File: src/rtl/apb_rw_scheduler_if.sv
// rtl/apb_rw_scheduler_if.sv - request/response FIFO and APB bus bundle for apb_rw_scheduler
// master: the scheduler side; slave: FIFOs plus APB completer side.
interface apb_rw_scheduler_if #(
  parameter int ADDR_W = 32,
  parameter int DATA_W = 32
);
  logic                  wr_empty;
  logic [ADDR_W-1:0]     wr_addr;
  logic [DATA_W-1:0]     wr_data;
  logic [DATA_W/8-1:0]   wr_strb;
  logic [2:0]            wr_prot;
  logic                  wr_pop;

  logic                  rd_empty;
  logic [ADDR_W-1:0]     rd_addr;
  logic [2:0]            rd_prot;
  logic                  rd_pop;

  logic                  b_full;
  logic                  b_push;
  logic [1:0]            b_resp;

  logic                  r_full;
  logic                  r_push;
  logic [DATA_W-1:0]     r_data;
  logic [1:0]            r_resp;

  logic                  psel;
  logic                  penable;
  logic                  pwrite;
  logic [ADDR_W-1:0]     paddr;
  logic [DATA_W-1:0]     pwdata;
  logic [DATA_W/8-1:0]   pstrb;
  logic [2:0]            pprot;
  logic [DATA_W-1:0]     prdata;
  logic                  pready;
  logic                  pslverr;

  modport master (
    input  wr_empty, wr_addr, wr_data, wr_strb, wr_prot,
    output wr_pop,
    input  rd_empty, rd_addr, rd_prot,
    output rd_pop,
    input  b_full,
    output b_push, b_resp,
    input  r_full,
    output r_push, r_data, r_resp,
    output psel, penable, pwrite, paddr, pwdata, pstrb, pprot,
    input  prdata, pready, pslverr
  );

  modport slave (
    output wr_empty, wr_addr, wr_data, wr_strb, wr_prot,
    input  wr_pop,
    output rd_empty, rd_addr, rd_prot,
    input  rd_pop,
    output b_full,
    input  b_push, b_resp,
    output r_full,
    input  r_push, r_data, r_resp,
    input  psel, penable, pwrite, paddr, pwdata, pstrb, pprot,
    output prdata, pready, pslverr
  );
endinterface

File: src/rtl/apb_rw_scheduler.sv
// rtl/apb_rw_scheduler.sv - round-robin write/read sequencer for the APB master port of the AXI4-Lite bridge
// Optional ACCESS-phase timeout abort is enabled by defining APB_TIMEOUT_EN.
module apb_rw_scheduler #(
  parameter int ADDR_W         = 32,
  parameter int DATA_W         = 32,
  parameter int TIMEOUT_CYCLES = 256
) (
  input  logic               clk,
  input  logic               rst,
  apb_rw_scheduler_if.master bus
);
  localparam int STRB_W = DATA_W / 8;

  typedef enum logic [1:0] {ST_IDLE, ST_SETUP, ST_ACCESS} state_t;
  typedef enum logic {GR_WRITE, GR_READ} grant_t;

  state_t     state;
  grant_t     last_grant;

  logic       wr_elig;
  logic       rd_elig;
  logic       complete;
  logic       abort_xfer;
  logic       resp_fire;
  logic       grant_any;
  logic       grant_wr;
  logic [1:0] resp_code;

  assign wr_elig  = ~bus.wr_empty & ~bus.b_full;
  assign rd_elig  = ~bus.rd_empty & ~bus.r_full;
  assign complete = (state == ST_ACCESS) & bus.pready;

`ifdef APB_TIMEOUT_EN
  localparam logic [15:0] TIMEOUT_LAST = 16'(TIMEOUT_CYCLES - 1);
  logic [15:0] tmo_cnt;
  assign abort_xfer = (state == ST_ACCESS) & ~bus.pready & (tmo_cnt == TIMEOUT_LAST);
`else
  assign abort_xfer = 1'b0;
`endif

  // A grant can happen from IDLE or on the completing ACCESS cycle, never on an abort.
  assign grant_any = ((state == ST_IDLE) | complete) & (wr_elig | rd_elig);
  assign grant_wr  = wr_elig & (~rd_elig | (last_grant == GR_READ));

  assign bus.wr_pop = rst & grant_any & grant_wr;
  assign bus.rd_pop = rst & grant_any & ~grant_wr;

  assign resp_fire  = complete | abort_xfer;
  assign resp_code  = abort_xfer ? 2'b10 : {bus.pslverr, 1'b0};
  assign bus.b_push = resp_fire & bus.pwrite;
  assign bus.r_push = resp_fire & ~bus.pwrite;
  assign bus.b_resp = bus.b_push ? resp_code : 2'b00;
  assign bus.r_resp = bus.r_push ? resp_code : 2'b00;
  assign bus.r_data = (bus.r_push & ~abort_xfer) ? bus.prdata : {DATA_W{1'b0}};

  always_ff @(posedge clk or negedge rst) begin
    if (!rst) begin
      state       <= ST_IDLE;
      last_grant  <= GR_READ;
      bus.psel    <= 1'b0;
      bus.penable <= 1'b0;
      bus.pwrite  <= 1'b0;
      bus.paddr   <= {ADDR_W{1'b0}};
      bus.pwdata  <= {DATA_W{1'b0}};
      bus.pstrb   <= {STRB_W{1'b0}};
      bus.pprot   <= 3'b000;
`ifdef APB_TIMEOUT_EN
      tmo_cnt     <= 16'd0;
`endif
    end else begin
      case (state)
        ST_SETUP: begin
          bus.penable <= 1'b1;
          state       <= ST_ACCESS;
        end
        ST_ACCESS: begin
          if (resp_fire) begin
            bus.psel    <= 1'b0;
            bus.penable <= 1'b0;
            state       <= ST_IDLE;
          end
        end
        default: ;
      endcase

`ifdef APB_TIMEOUT_EN
      if (state == ST_SETUP) begin
        tmo_cnt <= 16'd0;
      end else if ((state == ST_ACCESS) && !bus.pready) begin
        tmo_cnt <= tmo_cnt + 16'd1;
      end
`endif

      // Later assignment wins: a back-to-back grant overrides the ACCESS->IDLE drop.
      if (grant_any) begin
        bus.psel    <= 1'b1;
        bus.penable <= 1'b0;
        state       <= ST_SETUP;
        if (grant_wr) begin
          last_grant <= GR_WRITE;
          bus.pwrite <= 1'b1;
          bus.paddr  <= bus.wr_addr;
          bus.pwdata <= bus.wr_data;
          bus.pstrb  <= bus.wr_strb;
          bus.pprot  <= bus.wr_prot;
        end else begin
          last_grant <= GR_READ;
          bus.pwrite <= 1'b0;
          bus.paddr  <= bus.rd_addr;
          bus.pwdata <= {DATA_W{1'b0}};
          bus.pstrb  <= {STRB_W{1'b0}};
          bus.pprot  <= bus.rd_prot;
        end
      end
    end
  end
endmodule

File: src/flat_wrapper.sv
// flat-port wrapper written by rule: the top's interface ports become plain ports
module apb_rw_scheduler_flat 
#(
  parameter int ADDR_W         = 32,
  parameter int DATA_W         = 32,
  parameter int TIMEOUT_CYCLES = 256
)
  (clk, rst, bus_wr_empty, bus_wr_addr, bus_wr_data, bus_wr_strb, bus_wr_prot, bus_wr_pop, bus_rd_empty, bus_rd_addr, bus_rd_prot, bus_rd_pop, bus_b_full, bus_b_push, bus_b_resp, bus_r_full, bus_r_push, bus_r_data, bus_r_resp, bus_psel, bus_penable, bus_pwrite, bus_paddr, bus_pwdata, bus_pstrb, bus_pprot, bus_prdata, bus_pready, bus_pslverr);
  apb_rw_scheduler_if #(.ADDR_W(ADDR_W), .DATA_W(DATA_W)) bus_i ();
  input  logic clk;
  input  logic rst;
  input wire logic [$bits(bus_i.wr_empty)-1:0] bus_wr_empty;
  input wire logic [$bits(bus_i.wr_addr)-1:0] bus_wr_addr;
  input wire logic [$bits(bus_i.wr_data)-1:0] bus_wr_data;
  input wire logic [$bits(bus_i.wr_strb)-1:0] bus_wr_strb;
  input wire logic [$bits(bus_i.wr_prot)-1:0] bus_wr_prot;
  output wire logic [$bits(bus_i.wr_pop)-1:0] bus_wr_pop;
  input wire logic [$bits(bus_i.rd_empty)-1:0] bus_rd_empty;
  input wire logic [$bits(bus_i.rd_addr)-1:0] bus_rd_addr;
  input wire logic [$bits(bus_i.rd_prot)-1:0] bus_rd_prot;
  output wire logic [$bits(bus_i.rd_pop)-1:0] bus_rd_pop;
  input wire logic [$bits(bus_i.b_full)-1:0] bus_b_full;
  output wire logic [$bits(bus_i.b_push)-1:0] bus_b_push;
  output wire logic [$bits(bus_i.b_resp)-1:0] bus_b_resp;
  input wire logic [$bits(bus_i.r_full)-1:0] bus_r_full;
  output wire logic [$bits(bus_i.r_push)-1:0] bus_r_push;
  output wire logic [$bits(bus_i.r_data)-1:0] bus_r_data;
  output wire logic [$bits(bus_i.r_resp)-1:0] bus_r_resp;
  output wire logic [$bits(bus_i.psel)-1:0] bus_psel;
  output wire logic [$bits(bus_i.penable)-1:0] bus_penable;
  output wire logic [$bits(bus_i.pwrite)-1:0] bus_pwrite;
  output wire logic [$bits(bus_i.paddr)-1:0] bus_paddr;
  output wire logic [$bits(bus_i.pwdata)-1:0] bus_pwdata;
  output wire logic [$bits(bus_i.pstrb)-1:0] bus_pstrb;
  output wire logic [$bits(bus_i.pprot)-1:0] bus_pprot;
  input wire logic [$bits(bus_i.prdata)-1:0] bus_prdata;
  input wire logic [$bits(bus_i.pready)-1:0] bus_pready;
  input wire logic [$bits(bus_i.pslverr)-1:0] bus_pslverr;
  assign bus_i.wr_empty = bus_wr_empty;
  assign bus_i.wr_addr = bus_wr_addr;
  assign bus_i.wr_data = bus_wr_data;
  assign bus_i.wr_strb = bus_wr_strb;
  assign bus_i.wr_prot = bus_wr_prot;
  assign bus_wr_pop = bus_i.wr_pop;
  assign bus_i.rd_empty = bus_rd_empty;
  assign bus_i.rd_addr = bus_rd_addr;
  assign bus_i.rd_prot = bus_rd_prot;
  assign bus_rd_pop = bus_i.rd_pop;
  assign bus_i.b_full = bus_b_full;
  assign bus_b_push = bus_i.b_push;
  assign bus_b_resp = bus_i.b_resp;
  assign bus_i.r_full = bus_r_full;
  assign bus_r_push = bus_i.r_push;
  assign bus_r_data = bus_i.r_data;
  assign bus_r_resp = bus_i.r_resp;
  assign bus_psel = bus_i.psel;
  assign bus_penable = bus_i.penable;
  assign bus_pwrite = bus_i.pwrite;
  assign bus_paddr = bus_i.paddr;
  assign bus_pwdata = bus_i.pwdata;
  assign bus_pstrb = bus_i.pstrb;
  assign bus_pprot = bus_i.pprot;
  assign bus_i.prdata = bus_prdata;
  assign bus_i.pready = bus_pready;
  assign bus_i.pslverr = bus_pslverr;
  apb_rw_scheduler #(.ADDR_W(ADDR_W), .DATA_W(DATA_W), .TIMEOUT_CYCLES(TIMEOUT_CYCLES)) u_core (.clk(clk), .rst(rst), .bus(bus_i));
endmodule
File: config.mk
export PLATFORM = sky130hd
export DESIGN_NAME = apb_rw_scheduler_flat
export DESIGN_NICKNAME = d
export VERILOG_FILES = /design/src/rtl/apb_rw_scheduler_if.sv /design/src/rtl/apb_rw_scheduler.sv /design/src/flat_wrapper.sv
export SDC_FILE = /design/constraint.sdc
export NUM_CORES = 1
export LEC_CHECK = 0
export ABC_AREA = 1
export CAP_MARGIN = 20
export CORE_MARGIN = 5
export CORE_UTILIZATION = 39
export CTS_CLUSTER_DIAMETER = 100
export DETAILED_ROUTE_END_ITERATION = 10
export PLACE_DENSITY = 0.86
export SLEW_MARGIN = 20
export SYNTH_ARGS = -nofsm -noshare
export SYNTH_HDL_FRONTEND = slang
export SYNTH_SLANG_ARGS = --single-unit
File: constraint.sdc
create_clock -name clk -period 2.8 [get_ports clk]
set_input_delay 0.28 -clock clk [delete_from_list [all_inputs] [get_ports clk]]
set_output_delay 0.28 -clock clk [all_outputs]
set_load 0.02 [all_outputs]
Yosys cells after proc, flatten, opt, wreduce, memory -nomap -nowiden

Cells that the tools add are included.

Word-level logic and storage cells: 55
Input port bits: 146
Output and inout bits: 114
Register bits after elaboration: 77

Reduce and logical (&&, ||, !) cells: 6
Mux-type cells: 17
Bitwise operators: 20
Equality and inequality tests: 3

Operator list:

| cell               | number |
|---|---|
| $mux 32            | 3 |
| $and 1x1->1        | 10 |
| $mux 2             | 4 |
| $not 1->1          | 7 |
| $mux 1             | 6 |
| $mux 4             | 1 |
| $pmux 2 s2         | 1 |
| $reduce_and 2->1   | 2 |
| $reduce_bool 2->1  | 2 |
| $mux 3             | 1 |
| $ne 3x1->1 const B | 1 |
| $or 1x1->1         | 3 |
| $reduce_bool 3->1  | 1 |
| $eq 2x1->1 const B | 1 |
| $eq 2x2->1 const B | 1 |
| $logic_not 2->1    | 1 |
| $pmux 1 s2         | 1 |

Depth between registers and ports, before layout

Gate-level depths: netlist of run 1.

Depth after elaboration: 7
Gate-level depth with buffers: 9
Gate-level depth less buffers: 7

Worst setup path after synthesis of run 1

OpenSTA, ideal clock, no wires.

Kind: reg-to-output
Start: reg, netlist name u_core.bus.penable
End: out bus_r_data[0]
Arrival: 1.740 ns
Stages on the path, launching flop included: 7
Setup slack: 0.780 ns
Required time: 2.520 ns
Buffers on the path: 1
Path through: dfrtp_1 ha_1 nand2_2 nor2_1 inv_1 buf_2 nor2_1

RTL lines:

| item             | line               | RTL |
|---|---|---|
| end: declaration | flat_wrapper.sv:27 | `output wire logic [$bits(bus_i.r_data)-1:0] bus_r_data;` |

Final worst setup path of run 1

Start: reg u_core.state[0]
End: out bus_r_data[13]

Word-level cells in the longest chain between the ends: 4

Ends and longest elaborated chain:

| item                     | line                   | RTL |
|---|---|---|
| start: declaration       | apb_rw_scheduler.sv:17 | `state_t state;` |
| start signal: assignment | apb_rw_scheduler.sv:58 | `state <= ST_IDLE;` |
| start signal: assignment | apb_rw_scheduler.sv:74 | `state <= ST_ACCESS;` |
| start signal: assignment | apb_rw_scheduler.sv:80 | `state <= ST_IDLE;` |
| $eq 2x2->1               | apb_rw_scheduler.sv:31 | `assign complete = (state == ST_ACCESS) & bus.pready;` |
| $and 1x1->1              | apb_rw_scheduler.sv:31 |  |
| $and 1x1->1              | apb_rw_scheduler.sv:51 | `assign bus.r_push = resp_fire & ~bus.pwrite;` |
| $mux 32                  | apb_rw_scheduler.sv:54 | `assign bus.r_data = (bus.r_push & ~abort_xfer) ? bus.prdata : {DATA_W{1'b0}};` |

Every way passes these cells.

==> results of run 1 <==
[worst max-delay path, delay by kind of cell (launching register included)]
kind | cells | cell delay, ns
fa+ha+maj | 1 | 0.20
buf+inv | 4 | 1.02
flops | 1 | 0.37
simple gates | 3 | 0.43
[stage by stage]
step | utilization (%) | power, uW | area (um2) | hold slack (ns)
after floorplan | - | 3368 | 3928 | -0.01559
after global placement | 66.08 | 4711 | 6459 | 0.4604
after detailed placement | 66.08 | 4812 | 6459 | 0.4648
after CTS | 68.68 | 5756 | 6713 | 0.2202
after global routing | 68.73 | 6108 | 6718 | 0.2653
final | 68.73 | 5695 | 6718 | 0.2100
[power by group through the flow]
stage | logic, uW | clock network (uW) | registers, uW
5_1_grt | 3280 | 973 | 1850
3_3_place_gp | 2940 | 0 | 1770
4_1_cts | 3050 | 918 | 1790
6_report | 3020 | 890 | 1780
3_5_place_dp | 3020 | 0 | 1800
2_1_floorplan | 1050 | 0 | 2310
[per-layer routing]
layer | GRT usage [%] | routed length (um) | vias up
li1 | - | - | 2103
met2 | 40.73 | 7063 | 188
met4 | 8.531 | 351 | 0
met5 | 0 | 0 | -
met1 | 25.56 | 5181 | 1973
met3 | 7.688 | 1444 | 29
[cell families (layout without fill, tap and decap cells)]
logic type | Yosys count | in the layout | synth area share (%)
other cells | 1 | 2 | 0.09557
buf+inv | 78 | 330 | 11.54
compound gates | 7 | 7 | 1.084
simple gates | 368 | 368 | 38.14
fa+ha+maj | 2 | 2 | 0.6377
flops | 76 | 76 | 48.50
[area by class of cell]
cell class	count	share of cell area [%]
clock inverters	5	0.9871
inverters	44	2.552
well taps	133	2.477
multi-input cells	379	23.69
clock buffers	11	2.254
repair buffers	269	39.60
repair inverters	1	0.1118
flip-flops and latches	76	28.33
[registers in the layout (all words and copies together), names as in the netlist]
name,count
u_core.bus.paddr,32
u_core.bus.pwdata,32
u_core.bus.pstrb,4
u_core.bus.pprot,3
u_core.bus.penable,1
u_core.bus.psel,1
u_core.bus.pwrite,1
u_core.last_grant,1
u_core.state,1
[worst paths after layout]
| path | end | slack (ns) |
|---|---|---|
| max | bus_r_data[13] | 0.16 |
| min in group clk | u_core.bus.paddr[18] | 0.48 |
| max reg2reg | u_core.bus.pwdata[26] | 0.95 |
| max in group asynchronous | u_core.bus.pwdata[27] | 1.99 |
| min reg2reg | u_core.bus.paddr[18] | 0.48 |
| min | u_core.bus.paddr[19] | 0.21 |
[cells in the mapped netlist (2+ instances only)]
library cell	n	area [um2]
sky130_fd_sc_hd__dfrtp_1	75	1877
sky130_fd_sc_hd__nand2_1	251	942.2
sky130_fd_sc_hd__buf_6	16	180.2
sky130_fd_sc_hd__buf_4	6	45.04
sky130_fd_sc_hd__nor2_1	39	146.4
sky130_fd_sc_hd__o21ai_0	4	20.02
sky130_fd_sc_hd__nand3_1	71	355.3
sky130_fd_sc_hd__nand2_2	3	18.77
sky130_fd_sc_hd__ha_1	2	25.02
sky130_fd_sc_hd__buf_2	12	60.06
sky130_fd_sc_hd__inv_1	43	161.4
[timing repair]
| item | 4_1_cts | 5_1_grt |
|---|---|---|
| cloned | 1 | 0 |
| setup buffers | 3 | 0 |
| resized for setup | 3 | 1 |
| setup endpoints to repair | 15 | 33 |
| hold endpoints to repair | 0 | 0 |
==> parameters.txt, run 1 <==
Parameter                              Value

STA
  Final setup fails ... 0
  Tightest slew margin relative to the limit ... 36.65%
  Maximum operating frequency ... 378.3 MHz
  Transition time at the pin with the least slew margin ... 0.9503 ns
  Worst clock skew ... 0.01333 ns
  Hold Violations, Final ... 0
  Crit path setup slack, layout ... 0.1569 ns
  Crit path time final ... 2.643 ns
  Unrepaired setup endpoints after global routing ... no
  Final count of pins violating max slew ... 0
  Sum Neg Setup Slack ... 0 ns
  Crit share post-route ... 94.40%

Power
  Share of power burned in the clock network ... 15.6%
  Share of total power in combinational logic ... 53.0%
  Switching share of total power ... 40.81%
  Power per cell area ... 847.8 nW/um2
  Proportion of power drawn by flip-flops and latches ... 31.3%
  Leakage power ... 0.003382 uW
  Maximum resistive drop on vdd ... 0.0006080 V
  Net load switching power ... 2324 uW
  Cell-internal power ... 3371 uW

Floorplanning
  Starting density of the core ... 40.14%
  Ports ... 260
  Number of rows created at floorplan ... 36
  Chip Height ... 110.3 um
  Horizontal die dimension ... 110.3 um
  Die ar. ... 12,170 um2
  CORE AREA ... 9774 um2

Clock tree
  Clock tree from TritonCTS ... built
  CTS H-tree depth ... 3
  Clock insertion delay at the later pin of the skew report ... 0.34 ns
  Clock slew at the register clock pins of the worst setup and hold paths ... 0.08 ns
  CTS Sinks ... 76
  CTS buffer count ... 9
  Number of buffers on the longest clock path ... 2
  CTS root buf ... sky130_fd_sc_hd__clkbuf_8
  Hold-fix buffers at CTS ... 0

Yosys
  Sequential area share after synthesis ... 48.50%
  Flop and latch count out of synthesis ... 76
  Cells after synthesis ... 532
  Post-synthesis async set-or-reset flop share ... 100.0%
  Cell area after synthesis ... 3924 um2
  EDFF count, synth ... 0
  Commonest register cell after synthesis ... sky130_fd_sc_hd__dfrtp_1
  Yosys Warn Count ... 0
  Avg Cell Area, Syn ... 7.375 um2
  Count of different cell masters after synthesis ... 21

GRT
  Global-route usage over all layers ... 22.99%
  Wire length of the first global-routing pass ... 21,750 um
  Via count of the first global-routing pass ... 4,409
  Maximum number of pins on one net before global-route repair ... 77
  Number of antenna violations at the first check in global routing ... 0
  Remaining global-route overflow ... 0

Final layout
  Number of fill cells in the layout ... 781
  Proportion of layout cells with a drive suffix above 1 ... 5.350%
  Multi-input gate area ... 1592 um2
  Non-filler cells in the finished layout ... 918
  Most frequent standard cell in the layout excluding fill and tap cells ... sky130_fd_sc_hd__clkdlybuf4s50_1
  Synthesis-to-layout area growth ... 71.21%
  Final #Nets ... 928
  Sequential cell area ... 1903 um2
  Diode insertion count for antenna repair ... 0
  Commonest cells after routing, fill and taps aside ... sky130_fd_sc_hd__clkdlybuf4s50_1 (256), sky130_fd_sc_hd__nand2_1 (251), sky130_fd_sc_hd__dfrtp_1 (75), sky130_fd_sc_hd__nand3_1 (71), sky130_fd_sc_hd__inv_1 (42)

Detailed routing
  Number of search-and-repair iterations in the first detailed-routing pass ... 4
  Iter 0 DRT Violations ... 242
  DR WL/cell ... 15.29 um
  Via total after detailed routing ... 4,293
  Routed wire length ... 14,040 um
  Post-detailed-route count of antenna-violating nets ... 0
  Via-per-instance ratio ... 4.676
  Drt drc ... 0

Setup path
  Slowest stage cell on the critical path ... sky130_fd_sc_hd__clkdlybuf4s50_1
  Endpoint arrival time on the critical path ... 2.36 ns
  Largest fanout of any net on the critical path ... 17
  Setup crit end kind ... primary output
  WP data required ... 2.52 ns
  Worst-case reg-to-reg path depth ... 8
  Crit path from ... u_core.state[0]
  Crit-path cells ... inv_1 > ha_1 > nand2_2 > nor2_4 > clkinvlp_4 > buf_4 > nor2_1 > clkdlybuf4s50_1
  Reg-to-reg startpoint ... u_core.state[0]
  Sort of element at the start of the critical path ... register
  Worst path max stage delay ... 0.65 ns
  Category of the critical setup timing path ... register to primary output

Job
  Max-cap violation count ... 0

Placed design
  Port buffer count ... 257
  Final weighted congestion in routability-driven placement ... 0.8530
  Instance count after placement with tap cells included ... 898
  Pre-CTS worst setup slack ... 0.1855 ns
  Post-detail-place hpwl ... 11,000 um

Outcome
  Outcome ... finished clean

Hold path
  Path class of the lowest-slack min-delay path ... primary input to async pin
Note: power is estimated with default switching activity, not from simulation.
==> run 2: changes to the inputs <==
--- a/config.mk
+++ b/config.mk
@@ -12,7 +12,7 @@
 export CTS_CLUSTER_DIAMETER = 100
 export DETAILED_ROUTE_END_ITERATION = 10
 export PLACE_DENSITY = 0.86
-export SLEW_MARGIN = 20
+export SLEW_MARGIN = 10
 export SYNTH_ARGS = -nofsm -noshare
 export SYNTH_HDL_FRONTEND = slang
 export SYNTH_SLANG_ARGS = --single-unit
==> results of run 2 <==
The final DEF is identical to that of run 1; final timing and power are the same.
==> run 3: changes to the inputs <==
--- a/config.mk
+++ b/config.mk
@@ -11,6 +11,7 @@
 export CORE_UTILIZATION = 39
 export CTS_CLUSTER_DIAMETER = 100
 export DETAILED_ROUTE_END_ITERATION = 10
+export MAX_ROUTING_LAYER = met4
 export PLACE_DENSITY = 0.86
 export SLEW_MARGIN = 10
 export SYNTH_ARGS = -nofsm -noshare
==> parameters.txt, run 3 (synthesis gave the netlist of run 1 again) <==
Parameter                              Value

STA
  Transition time at the pin with the least slew margin ... 0.9386 ns (-0.01170 ns)
  Hold Slack ... 0.2067 ns (-0.003328 ns)
  Maximum operating frequency ... 378.2 MHz (about the same)
  Hold Violations, Final ... 0 (unchanged)
  Crit path time final ... 2.644 ns (+0.0009250 ns)
  Crit share post-route ... 94.43% (about the same)
  Final setup fails ... 0 (unchanged)
  Tightest slew margin relative to the limit ... 37.43% (+0.78 points)
  Unrepaired setup endpoints after global routing ... no
  Sum Neg Setup Slack ... 0 ns (unchanged)
  Final count of pins violating max slew ... 0 (unchanged)
  Crit path setup slack, layout ... 0.1560 ns (-0.0009250 ns)
  Worst clock skew ... 0.01340 ns (+0.00007650 ns)

Detailed routing
  Number of search-and-repair iterations in the first detailed-routing pass ... 5 (+1)
  Post-detailed-route count of antenna-violating nets ... 0 (unchanged)
  Via total after detailed routing ... 4,312 (+0.44%)
  Iter 0 DRT Violations ... 292 (+21%)
  Routed wire length ... 14,060 um (+0.11%)
  Via-per-instance ratio ... 4.697 (+0.44%)
  DR WL/cell ... 15.31 um (+0.11%)
  Drt drc ... 0 (unchanged)

Job
  Max-cap violation count ... 0 (unchanged)

Clock tree
  CTS buffer count ... 9 (unchanged)
  CTS root buf ... sky130_fd_sc_hd__clkbuf_8
  CTS H-tree depth ... 3 (unchanged)
  Clock slew at the register clock pins of the worst setup and hold paths ... 0.09 ns (about the same)
  Clock insertion delay at the later pin of the skew report ... 0.34 ns (about the same)
  Clock tree from TritonCTS ... built
  Hold-fix buffers at CTS ... 0 (unchanged)
  Number of buffers on the longest clock path ... 2 (unchanged)
  CTS Sinks ... 76 (unchanged)

Floorplanning
  Starting density of the core ... 40.14% (unchanged)
  CORE AREA ... 9774 um2 (unchanged)
  Chip Height ... 110.3 um (unchanged)
  Number of rows created at floorplan ... 36 (unchanged)
  Ports ... 260 (unchanged)
  Die ar. ... 12,170 um2 (unchanged)
  Horizontal die dimension ... 110.3 um (unchanged)

Setup path
  Worst path max stage delay ... 0.65 ns (about the same)
  WP data required ... 2.52 ns (about the same)
  Setup crit end kind ... primary output
  Crit-path cells ... inv_1 > ha_1 > nand2_2 > nor2_4 > clkinvlp_4 > buf_4 > nor2_1 > clkdlybuf4s50_1
  Endpoint arrival time on the critical path ... 2.36 ns (about the same)
  Slowest stage cell on the critical path ... sky130_fd_sc_hd__clkdlybuf4s50_1
  Largest fanout of any net on the critical path ... 17 (unchanged)
  Category of the critical setup timing path ... register to primary output
  Sort of element at the start of the critical path ... register

Placed design
  Final weighted congestion in routability-driven placement ... 0.8665 (+1.6%)
  Pre-CTS worst setup slack ... 0.1855 ns (unchanged)
  Post-detail-place hpwl ... 11,000 um (unchanged)
  Port buffer count ... 257 (unchanged)

GRT
  Maximum number of pins on one net before global-route repair ... 77 (unchanged)
  Global-route usage over all layers ... 23.66% (+0.67 points)
  Wire length of the first global-routing pass ... 21,750 um (unchanged)
  Via count of the first global-routing pass ... 4,425 (+0.36%)
  Number of antenna violations at the first check in global routing ... 0 (unchanged)
  Remaining global-route overflow ... 0 (unchanged)

Power
  Maximum resistive drop on vdd ... 0.0006081 V (about the same)
  Leakage power ... 0.003382 uW (unchanged)
  Power per cell area ... 848.3 nW/um2 (about the same)

Final layout
  Commonest cells after routing, fill and taps aside ... sky130_fd_sc_hd__clkdlybuf4s50_1 (256), sky130_fd_sc_hd__nand2_1 (251), sky130_fd_sc_hd__dfrtp_1 (75), sky130_fd_sc_hd__nand3_1 (71), sky130_fd_sc_hd__inv_1 (42)
  Final #Nets ... 928 (unchanged)
  Proportion of layout cells with a drive suffix above 1 ... 5.350% (unchanged)
  Regs by FF count ... u_core.bus.paddr: 32 flops, u_core.bus.pwdata: 32 flops, u_core.bus.pstrb: 4 flops
  Most frequent standard cell in the layout excluding fill and tap cells ... sky130_fd_sc_hd__clkdlybuf4s50_1
  Synthesis-to-layout area growth ... 71.21% (unchanged)
  Diode insertion count for antenna repair ... 0 (unchanged)

Hold path
  Path class of the lowest-slack min-delay path ... primary input to async pin

Outcome
  Outcome ... finished clean
## run 3: cell counts in the layout (fill, tap and decap cells not counted)
Identical to the previous run, type by type.
## run 3: what timing repair did
| item | 4_1_cts | 5_1_grt |
|---|---|---|
| endpoints found under the setup margin | 15 | 33 |
| buffers inserted | 3 | 0 |
| gates resized for setup | 3 | 1 |
| gates cloned | 1 | 0 |
## run 3: worst max-delay path: cells and delay by family (launching register included)
kind / cells / cell delay (ns)
adders and majority gates: 1 / 0.20
buffers and inverters: 4 / 1.02
DFF: 1 / 0.37
and+or+nand+nor: 3 / 0.43
## run 3: layer usage
metal | vias up | track usage, % | share of wire (%)
li1 | 2103 | - | -
met4 | 0 | 8.355 | 2.3
met2 | 193 | 40.81 | 50
met3 | 31 | 6.639 | 9.7
met1 | 1985 | 26.27 | 38
met5 | - | - | 0
## run 3: worst paths after layout
path                            cells past startpoint            startpoint                    end  slack (ns)
min in group clk                                    2  u_core.bus.paddr[18]   u_core.bus.paddr[18]        0.48
worst max-delay path                                8       u_core.state[0]         bus_r_data[13]        0.16
worst max register to register                      8       u_core.state[0]  u_core.bus.pwdata[26]        0.94
worst min-delay path                                2                   rst    u_core.bus.paddr[7]        0.21
max in group asynchronous                           2                   rst  u_core.bus.pwdata[27]        2.00
worst min register to register                      2  u_core.bus.paddr[18]   u_core.bus.paddr[18]        0.48
## run 3: area by class of cell
cell class | instances | area (um2)
multi-input cells | 379 | 1592
repair inverters | 1 | 7.507
flip-flops and latches | 76 | 1903
inverters | 44 | 171.4
fillers | 781 | 3057
repair buffers | 269 | 2660
clock inverters | 5 | 66.31
well taps | 133 | 166.4
clock buffers | 11 | 151.4
## run 3: power breakdown
part,switching (uW),internal (uW)
logic,1670,1350
registers,241,1540
clock network,418,474
## run 3: through the flow
step | cell area (um2) | util (%) | instances | total power (uW)
3_3_place_gp | 6459 | 66.08 | 898 | 4711
2_1_floorplan | 3928 | - | 533 | 3368
4_1_cts | 6713 | 68.68 | 918 | 5756
6_report | 6718 | 68.73 | 918 | 5699
3_5_place_dp | 6459 | 66.08 | 898 | 4812
5_1_grt | 6718 | 68.73 | 918 | 6107
==> RTL edit 1: new RTL, flow settings as in run 1 <==
`ADDR_W` is set to 32 in 3 places; all go to 16.
--- a/src/rtl/apb_rw_scheduler_if.sv
+++ b/src/rtl/apb_rw_scheduler_if.sv
@@ -2,5 +2,5 @@
 // master: the scheduler side; slave: FIFOs plus APB completer side.
 interface apb_rw_scheduler_if #(
-  parameter int ADDR_W = 32,
+  parameter int ADDR_W = 16,
   parameter int DATA_W = 32
 );
--- a/src/rtl/apb_rw_scheduler.sv
+++ b/src/rtl/apb_rw_scheduler.sv
@@ -2,5 +2,5 @@
 // Optional ACCESS-phase timeout abort is enabled by defining APB_TIMEOUT_EN.
 module apb_rw_scheduler #(
-  parameter int ADDR_W         = 32,
+  parameter int ADDR_W         = 16,
   parameter int DATA_W         = 32,
   parameter int TIMEOUT_CYCLES = 256
--- a/src/flat_wrapper.sv
+++ b/src/flat_wrapper.sv
@@ -2,5 +2,5 @@
 module apb_rw_scheduler_flat 
 #(
-  parameter int ADDR_W         = 32,
+  parameter int ADDR_W         = 16,
   parameter int DATA_W         = 32,
   parameter int TIMEOUT_CYCLES = 256
Ports: changed (resized bus_paddr, bus_rd_addr and bus_wr_addr); port bits go from 260 to 212. The function was not compared with the original's and may differ.
==> RTL edit 1 against run 1 <==
Highest routed layer unchanged; count of clock-buffer cells in the layout fell by 1; total power fell by 20%; critical path type unchanged; worst setup slack got worse by 0.0057 ns; sequential cell count fell by 16; wire length fell by 23%; first-iteration DRC count fell by 34%; design area fell by 20%; hold slack got worse by 0.088 ns; global-route usage fell by 1.1 points; non-clock buffer count fell by 50; area after synthesis fell by 22%.
==> RTL edit 1: results (changes against run 1) <==
[drt]
m1WireLength_um=4064  ; -22%
wl_um=10880  ; -23%
wire_per_inst_um=14.98  ; -2.0%
wl_met3_um=898  ; -38%
dr.first_iter.drc_count=159  ; -34%
via_per_inst=4.702  ; +0.56%

[pwr]
p_leak_nw=2.705  ; -20%
p_sw_share_pct=40.58  ; -0.24 points
ir_drop_v=0.0004378  ; -28%

[global_route]
track_usage_pct=21.84  ; -1.1 points
antenna_found_initial=1  ; +1
grt_max_degree=61  ; -21%
grt_first_pass_wirelength_um=17000  ; -22%

[synth]
synth.area.top_cells=dfrtp_1 (48%), nand2_1 (21%), nand3_1 (9.0%)
netlist_top_cells_count=nand2_1 (172), dfrtp_1 (59), nand3_1 (55)
avgSynthCellArea_um2=7.407  ; +0.43%
yosysSeqAreaShare_pct=49.24  ; +0.74 points
ys_types=19  ; -9.5%
ys_async_sr_fraction_pct=100.0  ; unchanged

[worst_setup_path]
cpPeakStageDelay_ns=0.62  ; -0.03 ns
reg2reg_slack_ns=0.87  ; -0.08 ns
crit_end=bus_r_data[7]

[placement]
dpl.hpwl_um=8179  ; -26%
placed_cells=705  ; -21%
io_buffers=209  ; -19%

[timing]
worst_pin_slew_ns=0.7492  ; -0.2011 ns

[cells_and_area]
final_nets=734  ; -21%
top_regs=u_core.bus.pwdata: 32 flops, u_core.bus.paddr: 16 flops, u_core.bus.pstrb: 4 flops
drive_gt1_share_pct=6.100  ; +0.75 points

[run_status]
status=finished, final reports clean

[hold_path]
hold_path.class=in -> async

==> RTL edit 1: metal layers <==
| layer | GRT usage (%) | vias to the layer above |
|---|---|---|
| met5 | 0 | - |
| met1 | 24.15 | 1571 |
| met4 | 8.403 | 0 |
| met2 | 39.37 | 168 |
| li1 | - | 1645 |
| met3 | 6.440 | 30 |
==> RTL edit 1: power by group through the flow <==
stage	Combinational (W)	Sequential, W	Clock, W
after floorplan	0.000821	0.00179	0
after global placement	0.00233	0.00138	0
after detailed placement	0.00237	0.00140	0
after CTS	0.00241	0.00139	0.000782
after global routing	0.00257	0.00144	0.000825
final	0.00239	0.00139	0.000757
==> RTL edit 1: logic make-up after synthesis <==
kind of cell / Yosys count / share of synthesized area, %
and+or+nand+nor: 272 / 36.49
DFF: 60 / 49.24
AOI/OAI and AO/OA: 7 / 1.599
other: 1 / 0.1229
buffers and inverters: 70 / 11.73
adders and majority gates: 2 / 0.8199
==> RTL edit 1: layout make-up <==
class,instances,area [um^2]
fill,582,2298
timing repair buffer,219,2175
sequential,60,1503
multi-input combinational,283,1210
inverter,44,171.4
clock buffer,10,127.6
tap,102,127.6
clock inverter,6,65.06
timing repair inverter,1,7.507
antenna,1,2.502
==> RTL edit 1: repair_timing <==
action | 4_1_cts | 5_1_grt
cloned | 1 | 0
hold endpoints to repair | 0 | 0
endpoints found under the setup margin | 13 | 31
setup buffers | 3 | 0
hold buffers | 0 | 0
gates resized for setup | 3 | 1
==> RTL edit 1: through the flow <==
step	area [um^2]	hold WS (ns)	worst slack, ns	power, W
floorplan	3055	-0.01559	0.7795	0.002611
global placement	5152	0.4614	0.3640	0.003709
detailed placement	5152	0.4636	0.2333	0.003769
CTS	5381	0.1412	0.06896	0.004581
global route	5389	0.1868	0.002821	0.004836
finish	5389	0.1224	0.1512	0.004540
==> RTL edit 2: new RTL, flow settings as in run 1 <==
Without the edit above. Encoding of `state_t`: now one-hot (3 bits for 3 states).
--- a/src/rtl/apb_rw_scheduler.sv
+++ b/src/rtl/apb_rw_scheduler.sv
@@ -12,5 +12,5 @@
   localparam int STRB_W = DATA_W / 8;
 
-  typedef enum logic [1:0] {ST_IDLE, ST_SETUP, ST_ACCESS} state_t;
+  typedef enum logic [2:0] {ST_IDLE = 3'b001, ST_SETUP = 3'b010, ST_ACCESS = 3'b100} state_t;
   typedef enum logic {GR_WRITE, GR_READ} grant_t;
 
Behaviour: same outputs for any inputs over 4 cycles, from zero or initial values and one cycle with rst low; so few cycles prove little.
==> RTL edit 2 against run 1 <==
Clock skew about the same; utilization down 0.72 points; area after synthesis down 0.83%; total power up 1.0%; first-iteration DRC count down 24%; worst setup slack better by 0.15 ns; clock power down 15%; via count down 0.79%; wire length down 1.1%; hold slack worse by 0.0098 ns; design area down 1.0%; critical endpoint is now bus_r_data[30]; sequential cell count up 1; maximum frequency up 5.9%; combinational power up 2%.
==> RTL edit 2: results (changes against run 1) <==
[clock_tree]
root_buffer=clkbuf_8
cts_setup_buffers=0  ; -3
clk_latency_ns=0.34  ; about the same
clk_pin_slew_worst_paths_ns=0.09
clock_path_buffers=2  ; unchanged
tritoncts.num_buffers=9  ; unchanged
htree_levels=3  ; unchanged
cts-resized-gates=0  ; -3

[synth]
ys.flop_type=dfrtp_1
synth.area.top_cells=dfrtp_1 (48%), nand2_1 (25%), nand3_1 (9.4%)
synth_compound_area_share_pct=0.8682  ; -0.22 points
yosys_warnings=0  ; unchanged
synth_fa_ha_area_share_pct=0  ; -0.64 points
synth_xor_area_share_pct=0  ; unchanged
ys_async_sr_fraction_pct=100.0  ; unchanged
ys_types=20  ; -4.8%
yosysSeqAreaShare_pct=49.58  ; +1.1 points
synth_mux_area_share_pct=0  ; unchanged
netlist_top_cells_count=nand2_1 (254), dfrtp_1 (75), nand3_1 (73)

[cells_and_area]
fillerInstances=820  ; +5.0%
drive_gt1_share_pct=5.364  ; +0.014 points
top_regs=u_core.bus.paddr: 32 flops, u_core.bus.pwdata: 32 flops, u_core.bus.pstrb: 4 flops
final_nets=925  ; -0.32%

[global_route]
grt_first_pass_wirelength_um=20670  ; -4.9%
track_usage_pct=22.01  ; -0.97 points
antenna_found_initial=1  ; +1
grt_pass1_vias=4181  ; -5.2%
grt_max_degree=78  ; +1.3%
grt.overflow.total=0  ; unchanged

[drt]
via_per_inst=4.644  ; -0.68%
drc=0  ; unchanged
wire_per_inst_um=15.14  ; -1.0%
drtPass1Iterations=4  ; unchanged
dr.first_iter.drc_count=183  ; -24%

[worst_setup_path]
worstReg2RegStart=u_core.state[0]
cp_max_fo=33  ; +16
critPathSlowestCell=clkdlybuf4s50_1
cpLargestDelayFamily=buffers and inverters
worstSetupStartpointType=flop
cp.arrival_ns=2.22  ; -0.14 ns
cpPeakStageDelay_ns=0.56  ; -0.09 ns

[timing]
report.final.slew_viol_count=0  ; unchanged
fin_skew_ns=0.01335  ; +0.00002050 ns
worst_pin_slew_ns=0.9517  ; +0.001364 ns

[hold_path]
hold_path.class=in -> async

[job]
maxCapViolCount=0  ; unchanged

[placement]
dpl.hpwl_um=11000  ; about the same
dpl_cell_area_mm2=0.006471  ; +0.19%
place_congestion=0.8090  ; -5.2%
io_buffers=257  ; unchanged

[pwr]
p_leak_nw=3.349  ; -0.98%
ir_drop_v=0.0004967  ; -18%

[run_status]
status=finished, final reports clean

RTL edit 2: cell count changes in the layout (fill, tap and decap cells not counted), sizes merged, moves of 2 or more:
cell	change
buf	-3
clkinv	+4
clkinvlp	-3
ha	-2
inv	-3
nand2	+4
nand3	+2
nor2	+2
o21ai	-4
RTL edit 2: worst reg2reg max path, delay by kind of cell, from the launching register on:
family,cells,cell delay [ns]
flops,1,0.55
buf+inv,2,0.65
simple gates,5,0.61
RTL edit 2: final timing paths:
path                                    endpoint  slack (ns)  cells past startpoint
setup / recovery                  bus_r_data[30]        0.30                      6
hold / removal             u_core.bus.pwdata[13]        0.20                      2
setup reg to reg            u_core.bus.pwdata[5]        0.88                      7
hold reg to reg             u_core.bus.pwdata[1]        0.47                      2
max in group asynchronous    u_core.bus.pprot[2]        1.99                      2
min in group clk            u_core.bus.pwdata[1]        0.47                      2
RTL edit 2: cell families (layout without fill, tap and decap cells):
group | Yosys count | count (layout)
compound gates | 4 | 4
buf+inv | 74 | 323
flops | 77 | 77
other cells | 1 | 3
simple gates | 377 | 377
RTL edit 2: stage by stage:
stage | setup WS, ns | instances | total power, W | utilization [%]
after floorplan | 0.9428 | 534 | 0.003517 | -
after global placement | 0.3735 | 901 | 0.004938 | 66.21
after detailed placement | 0.2911 | 901 | 0.005052 | 66.21
after CTS | 0.2631 | 916 | 0.005822 | 67.99
after global routing | 0.1340 | 917 | 0.006141 | 68.01
final | 0.3032 | 917 | 0.005755 | 68.01
RTL edit 2: layer usage:
layer | vias up | GRT usage [%] | wire [um]
met5 | - | 0 | 0
met2 | 189 | 41.07 | 7430
met4 | 0 | 9.083 | 326
met3 | 26 | 6.342 | 1411
li1 | 2106 | - | -
met1 | 1938 | 22.82 | 4711
RTL edit 2: cell type report:
class / count / area share, %
diodes: 1 / 0.03764
clock buffers: 10 / 2.070
clock inverters: 5 / 0.5458
inverters: 42 / 2.372
multi-input cells: 383 / 23.77
flip-flops and latches: 77 / 29.02
well taps: 133 / 2.503
repair buffers: 266 / 39.68
RTL edit 2: power breakdown:
| group | leakage, nW | total, W | switching (W) | internal (W) |
|---|---|---|---|---|
| Clock | 0.0925 | 0.000757 | 0.000412 | 0.000345 |
| Combinational | 2.27 | 0.00307 | 0.00169 | 0.00138 |
| Sequential | 0.984 | 0.00192 | 0.000291 | 0.00163 |
